File: config.mk
export PLATFORM = sky130hd
export DESIGN_NAME = neuron_mac_sequencer
export DESIGN_NICKNAME = d
export VERILOG_FILES = /design/src/rtl/nn_pkg.sv /design/src/rtl/nn_mac_unit.sv /design/src/rtl/neuron_mac_sequencer.sv
export SDC_FILE = /design/constraint.sdc
export NUM_CORES = 2
export LEC_CHECK = 0
export BUFFER_PORTS_ARGS = -buffer_cell sky130_fd_sc_hd__buf_4
export CORE_MARGIN = 8
export CORE_UTILIZATION = 30
export CTS_CLUSTER_DIAMETER = 80
export DETAILED_ROUTE_END_ITERATION = 6
export SLEW_MARGIN = 20
export SYNTH_ARGS = -nofsm -noshare
export SYNTH_HDL_FRONTEND = slang
export SYNTH_SLANG_ARGS = --single-unit
File: constraint.sdc
create_clock -name clk -period 17.2 [get_ports clk]
set_input_delay 1.72 -clock clk [delete_from_list [all_inputs] [get_ports clk]]
set_output_delay 1.72 -clock clk [all_outputs]
set_load 0.005 [all_outputs]
File: src/rtl/nn_pkg.sv
// Shared definitions for the neuron evaluator.
//   - Default widths (data/weight/bias/result word, input count, fraction
//     bits, accumulator width).
//   - Sequencer state encoding.
//   - Q16.16 constants and the signed 32-bit saturation limits.
package nn_pkg;

    localparam int DATA_W_DEF    = 32;
    localparam int NUM_IN_DEF    = 10;
    localparam int FRAC_BITS_DEF = 16;
    localparam int ACC_W_DEF     = 48;

    typedef enum logic [1:0] {
        IDLE = 2'd0,
        MAC  = 2'd1,
        ACT  = 2'd2,
        HOLD = 2'd3
    } nn_state_t;

    localparam logic [31:0] ONE     = 32'h0001_0000;
    localparam logic [31:0] SAT_MAX = 32'h7FFF_FFFF;
    localparam logic [31:0] SAT_MIN = 32'h8000_0000;

endpackage

File: src/rtl/nn_mac_unit.sv
// Combinational multiply-accumulate step for one neuron input.
//   data, weight : signed fixed-point operands (FRAC_BITS fraction bits)
//   acc_in       : current accumulator
//   acc_out      : acc_in + trunc_ACC_W((data * weight) >>> FRAC_BITS)
// The product is formed at full 2*DATA_W width, so even the most negative
// operand squared is representable before the rescaling shift.
module nn_mac_unit
    import nn_pkg::*;
#(
    parameter int DATA_W    = DATA_W_DEF,
    parameter int FRAC_BITS = FRAC_BITS_DEF,
    parameter int ACC_W     = ACC_W_DEF
) (
    input  logic        [DATA_W-1:0] data,
    input  logic        [DATA_W-1:0] weight,
    input  logic signed [ACC_W-1:0]  acc_in,
    output logic signed [ACC_W-1:0]  acc_out
);

    logic signed [2*DATA_W-1:0] prod_s;
    logic signed [2*DATA_W-1:0] scaled_s;

    // Full-width signed product, rescale to the accumulator's binary point, accumulate.
    always_comb begin
        prod_s   = $signed(data) * $signed(weight);
        scaled_s = prod_s >>> FRAC_BITS;
        acc_out  = acc_in + $signed(scaled_s[ACC_W-1:0]);
    end

endmodule

File: src/rtl/neuron_mac_sequencer.sv
// Single-neuron evaluator fed by the 10-entry data register bank.
//   clk, rst     : rising-edge clock, asynchronous active-high reset
//   start        : begin one evaluation (accepted only in IDLE)
//   data_flat    : NUM_IN packed data words, entry 0 in the LSBs
//   weight_flat  : NUM_IN packed weights, same packing
//   bias         : captured when start is accepted
//   busy         : high while accumulating (MAC) and activating (ACT)
//   out_valid    : result available; held until out_ready is seen
//   out_ready    : downstream accepts the result
//   result       : saturated (and optionally ReLU-clamped) neuron output
// One multiply-accumulate per clock over NUM_IN inputs; out_valid rises
// NUM_IN+1 edges after the accepting edge.
module neuron_mac_sequencer
    import nn_pkg::*;
#(
    parameter int DATA_W    = DATA_W_DEF,
    parameter int NUM_IN    = NUM_IN_DEF,
    parameter int FRAC_BITS = FRAC_BITS_DEF,
    parameter int ACC_W     = ACC_W_DEF,
    parameter bit RELU_EN   = 1'b1
) (
    input  logic                     clk,
    input  logic                     rst,
    input  logic                     start,
    input  logic [NUM_IN*DATA_W-1:0] data_flat,
    input  logic [NUM_IN*DATA_W-1:0] weight_flat,
    input  logic [DATA_W-1:0]        bias,
    output logic                     busy,
    output logic                     out_valid,
    input  logic                     out_ready,
    output logic [DATA_W-1:0]        result
);

    localparam int IDX_W = (NUM_IN > 1) ? $clog2(NUM_IN) : 1;
    localparam logic [IDX_W-1:0] IDX_LAST = IDX_W'(NUM_IN - 1);

    // Saturation limits of a DATA_W signed word, expressed at accumulator width.
    localparam logic signed [ACC_W-1:0] ACC_MAX = {{(ACC_W-DATA_W+1){1'b0}}, {(DATA_W-1){1'b1}}};
    localparam logic signed [ACC_W-1:0] ACC_MIN = {{(ACC_W-DATA_W+1){1'b1}}, {(DATA_W-1){1'b0}}};

    nn_state_t               state_r, state_s;
    logic [IDX_W-1:0]        idx_r, idx_s;
    logic signed [ACC_W-1:0] acc_r, acc_s;
    logic [DATA_W-1:0]       result_r, result_s;
    logic                    out_valid_r, out_valid_s;
    logic                    busy_r, busy_s;

    logic [DATA_W-1:0]       data_sel_s;
    logic [DATA_W-1:0]       weight_sel_s;
    logic signed [ACC_W-1:0] mac_acc_s;
    logic [DATA_W-1:0]       sat_s;
    logic [DATA_W-1:0]       act_s;

    // Select the current input/weight pair; idx never leaves 0..NUM_IN-1.
    always_comb begin
        data_sel_s   = data_flat[idx_r*DATA_W +: DATA_W];
        weight_sel_s = weight_flat[idx_r*DATA_W +: DATA_W];
    end

    nn_mac_unit #(
        .DATA_W    (DATA_W),
        .FRAC_BITS (FRAC_BITS),
        .ACC_W     (ACC_W)
    ) u_mac (
        .data    (data_sel_s),
        .weight  (weight_sel_s),
        .acc_in  (acc_r),
        .acc_out (mac_acc_s)
    );

    // Clamp the accumulator to the signed word range, then apply optional ReLU.
    always_comb begin
        if (acc_r > ACC_MAX) begin
            sat_s = {1'b0, {(DATA_W-1){1'b1}}};
        end else if (acc_r < ACC_MIN) begin
            sat_s = {1'b1, {(DATA_W-1){1'b0}}};
        end else begin
            sat_s = acc_r[DATA_W-1:0];
        end

        if (RELU_EN && sat_s[DATA_W-1]) begin
            act_s = {DATA_W{1'b0}};
        end else begin
            act_s = sat_s;
        end
    end

    // Next-state and next-output logic of the evaluation sequencer.
    always_comb begin
        state_s     = state_r;
        idx_s       = idx_r;
        acc_s       = acc_r;
        result_s    = result_r;
        out_valid_s = out_valid_r;
        busy_s      = busy_r;

        case (state_r)
            IDLE: begin
                if (start) begin
                    state_s = MAC;
                    idx_s   = {IDX_W{1'b0}};
                    acc_s   = {{(ACC_W-DATA_W){bias[DATA_W-1]}}, bias};
                    busy_s  = 1'b1;
                end else begin
                    state_s = IDLE;
                end
            end

            MAC: begin
                acc_s = mac_acc_s;
                if (idx_r == IDX_LAST) begin
                    state_s = ACT;
                    idx_s   = {IDX_W{1'b0}};
                end else begin
                    idx_s   = idx_r + {{(IDX_W-1){1'b0}}, 1'b1};
                end
            end

            ACT: begin
                result_s    = act_s;
                out_valid_s = 1'b1;
                busy_s      = 1'b0;
                state_s     = HOLD;
            end

            HOLD: begin
                // start is deliberately not looked at here, even on the handshake edge.
                if (out_ready) begin
                    out_valid_s = 1'b0;
                    state_s     = IDLE;
                end else begin
                    state_s     = HOLD;
                end
            end

            default: begin
                state_s     = IDLE;
                idx_s       = {IDX_W{1'b0}};
                acc_s       = {ACC_W{1'b0}};
                out_valid_s = 1'b0;
                busy_s      = 1'b0;
            end
        endcase
    end

    // State and output registers; reset aborts any evaluation in progress.
    always_ff @(posedge clk or posedge rst) begin
        if (rst) begin
            state_r     <= IDLE;
            idx_r       <= {IDX_W{1'b0}};
            acc_r       <= {ACC_W{1'b0}};
            result_r    <= {DATA_W{1'b0}};
            out_valid_r <= 1'b0;
            busy_r      <= 1'b0;
        end else begin
            state_r     <= state_s;
            idx_r       <= idx_s;
            acc_r       <= acc_s;
            result_r    <= result_s;
            out_valid_r <= out_valid_s;
            busy_r      <= busy_s;
        end
    end

    assign busy      = busy_r;
    assign out_valid = out_valid_r;
    assign result    = result_r;

endmodule

==> results.rst <==
.. list-table::
   :header-rows: 1

   * - Metric
     - Value
   * - Worst hold slack
     - 0.483 ns
   * - Post-synthesis area per instance
     - 9.21 um^2
   * - Path class of the lowest-slack min-delay path
     - reg2reg
   * - DRC Markers
     - 0
   * - Biggest cell delay along the critical path
     - 1.03 ns
   * - First-pass GRT wire length
     - 290 mm
   * - Sum of negative setup slack
     - 0 ns
   * - Sum of routed wire length over all layers
     - 199 mm
   * - Async set-or-reset flop fraction in the synthesized netlist
     - 1.00
   * - DR vias/cell
     - 5.24
   * - Count of state elements after synthesis
     - 87
   * - Relative area change from synthesis to final layout
     - 18.0%
   * - Total number of vias
     - 39903
   * - Max Cap Violations
     - 0
   * - Element type at the critical path start
     - input pin
   * - Data required time at the worst endpoint
     - 17.40 ns
   * - Height of the die
     - 408 um
   * - Total setup buffers inserted after CTS
     - 0
   * - FMAX
     - 0.0716 GHz
   * - Synthesized-area fraction occupied by ao, oa, aoi and oai cells
     - 0.0818
   * - Fraction of the cycle the final worst path needs
     - 0.812
   * - Final max-slew violation count
     - 0
   * - Crit path kind
     - in2reg
   * - Fraction of the mapped netlist area in adder cells
     - 0.534
   * - Critical path's slowest cell
     - o22a_1
   * - Post-synthesis xor/xnor area fraction
     - 0.0186
   * - Clock-pin slew on the worst setup and hold paths
     - 0.07 ns
   * - Antenna violations before repair
     - 23
   * - Number of port buffers
     - 708
   * - Width of the chip
     - 408 um
   * - Slew at the pin closest to its max-slew limit
     - 1.20 ns
   * - Worst-path fanout max
     - 22
   * - Final Skew
     - 0.00602 ns
   * - Post-Synth Simple-Gate Area
     - 0.125
   * - CTS tree
     - built
   * - Via count of the first global-routing pass
     - 42540
   * - DRC marker count from the first detailed-route iteration
     - 3515
   * - Post-cts sizing count
     - 0
   * - Clock tree root buffer cell
     - clkbuf_16
   * - Sink Count
     - 87
   * - Area of combinational cells with multiple inputs
     - 39400 um^2
   * - Ratio of cells with drive above 1 in the final layout
     - 0.185
   * - Max Buffers Root-to-Sink
     - 2
   * - Mux contribution to synthesized area
     - 0.0899
   * - Final routed wire length divided by cell count
     - 26.1 um
   * - Starting density of the core
     - 0.300
   * - Most heavily used metal layer in global routing
     - met2
   * - Post-route ant nets
     - 0
   * - Post-Syn Instances
     - 5002
   * - Largest net degree at the start of global routing
     - 90
   * - Clock H-tree levels
     - 3
   * - Area of the core
     - 153000 um^2
   * - Net count after synthesis
     - 6993
   * - Most used cell along the critical path
     - fa_1
   * - Finish-stage setup viols
     - 0
   * - Clock latency on the worst-skew pair
     - 0.36 ns
   * - Leftover overflow at the end of global routing
     - 0
   * - Endpoint type of the worst setup path
     - flop
   * - Post-CTS Hold Fix Bufs
     - 0
   * - Unique cell type count in the Yosys netlist
     - 73
   * - Fin. Hold Viols
     - 0
   * - GR Util met1
     - 0.288
   * - Synth Flop Type
     - dfrtp_1
   * - Number of enable flip-flop cells after synthesis
     - 0
   * - Total of warnings raised by yosys
     - 0
   * - Post-synthesis cell area
     - 46100 um^2
   * - Minimum clock period after layout
     - 13.96 ns
   * - GPL Wtd Cong
     - 0.961
   * - CTS buffer count
     - 9
   * - Total area of sequential cells
     - 2190 um^2
   * - Placement row count
     - 144
   * - Sequential fraction of the synthesis area
     - 0.0473
   * - Final HPWL from detailed placement
     - 165 mm
   * - GR Layer Usage met3
     - 0.0540
   * - Number of I/O pins
     - 710
   * - Post-place instance area
     - 54000 um^2
   * - Filler cells
     - 15730
   * - Main combinational cell family by area after synthesis
     - adder cells
   * - Final instance area
     - 54400 um^2
   * - Number of nets in the layout
     - 7548
   * - Global routing met2 resource utilization
     - 0.387
   * - Max transition margin
     - 0.203
   * - Outcome
     - finished, final reports clean
   * - Die Footprint
     - 166000 um^2
   * - Gr usage total
     - 0.233
   * - DR pass1 iterations
     - 6
   * - Unrepaired setup endpoints after global routing
     - no
   * - Arr. time, crit path
     - 14.17 ns
final cells by class:
type                    count  area share
clock inverters             5     0.00122
multi-input cells        3660       0.725
well taps                2044      0.0471
flip-flops and latches     87      0.0403
inverters                 976      0.0674
repair buffers            823       0.114
clock buffers              10     0.00440
diodes                     10    0.000460
registers in the layout, summed over array words and instances, names as in the netlist:
name	count
state_r	2
result	31
busy	1
out_valid	1
idx_r	4
acc_r	48
Yosys cell counts, drive strengths merged, types with 6 or more instances:
library cell	count	area share
ha	233	0.063
mux2i	129	0.028
a21o	62	0.010
a21oi	139	0.015
nand2	689	0.056
or3	9	0.0012
o211ai	11	0.0018
mux4	124	0.061
buf	45	0.0048
a31oi	24	0.0033
fa	1082	0.47
o21ai	49	0.0053
xnor2	60	0.011
nor2	577	0.047
a2111oi	6	0.0011
o22ai	64	0.0087
and3	15	0.0020
inv	972	0.079
nand2b	10	0.0014
clkbuf	234	0.019
dfrtp	87	0.047
o31ai	36	0.0060
o21bai	22	0.0036
a211oi	29	0.0047
xor2	38	0.0072
and2	26	0.0035
nor4	8	0.0014
nand3	27	0.0029
nor2b	20	0.0027
o22a	51	0.0097
o21a	10	0.0016
nand4	16	0.0022
or2	6	0.00081
nor3	18	0.0020
placed cells by master (no fill, tap or decap), types with 6 or more instances in the layout:
cell	netlist	routed
a2111oi_0	6	6
a211oi_1	29	29
a21o_1	62	62
a21oi_1	139	138
a31oi_1	24	24
and2_1	26	26
and3_1	15	15
buf_4	3	821
clkbuf_16	0	9
dfrtp_1	87	83
diode_2	0	10
fa_1	1082	1082
ha_1	233	233
inv_1	972	971
mux2i_1	129	128
mux4_2	124	124
nand2_1	689	687
nand2b_1	10	10
nand3_1	27	27
nand4_1	16	16
nor2_1	577	575
nor2b_1	20	19
nor3_1	18	18
nor4_1	7	7
o211ai_1	11	11
o21a_1	10	10
o21ai_0	47	47
o21bai_1	22	22
o22a_1	51	49
o22ai_1	64	34
o22ai_2	0	24
o22ai_4	0	6
o31ai_1	35	35
or3_1	9	9
xnor2_1	60	60
xor2_1	38	38
worst paths after layout:
kind,startpoint,depth (start not counted),slack [ns],endpoint
max,weight_flat[238],37,3.24,acc_r[47]$_DFFE_PP0P_
min,result[16]$_DFFE_PP0P_,2,0.48,result[16]$_DFFE_PP0P_
max reg2reg,idx_r[0]$_DFFE_PP0P_,37,3.28,acc_r[47]$_DFFE_PP0P_
min reg2reg,result[16]$_DFFE_PP0P_,2,0.48,result[16]$_DFFE_PP0P_
max in group asynchronous,rst,3,14.54,idx_r[0]$_DFFE_PP0P_
min in group asynchronous,rst,2,1.39,result[28]$_DFFE_PP0P_
per-layer routing:
layer | part of all wire | routed length [um]
met2 | 0.48 | 94600
met5 | 0.00033 | 66
met1 | 0.38 | 75000
met3 | 0.088 | 17600
met4 | 0.058 | 11500
through the flow:
step	instances	utilization	setup slack, ns
2_1_floorplan	5002	-	5.03
3_3_place_gp	7590	0.352	3.14
3_5_place_dp	7590	0.352	3.01
4_1_cts	7605	0.354	3.35
5_1_grt	7611	0.354	2.82
6_report	7615	0.354	3.24
worst max-delay path, delay by kind of cell:
kind,cells,cell delay [ns]
and+or+nand+nor,5,1.47
AOI/OAI and AO/OA,14,4.44
muxes,3,1.25
adders and majority gates,10,4.74
xor gates and xnor gates,1,0.21
buffers and inverters,4,0.28
cells by family (layout without fill, tap and decap cells):
family / after synthesis / count (layout)
simple gates: 1433 / 1433
fa+ha+maj: 1315 / 1315
buf+inv: 1255 / 1814
compound gates: 555 / 555
mux: 258 / 258
xor+xnor: 98 / 98
flops: 87 / 87
other cells: 1 / 11
Power is not shown: default switching activity piles up to over one toggle a cycle in this logic, so the estimate is an artifact.
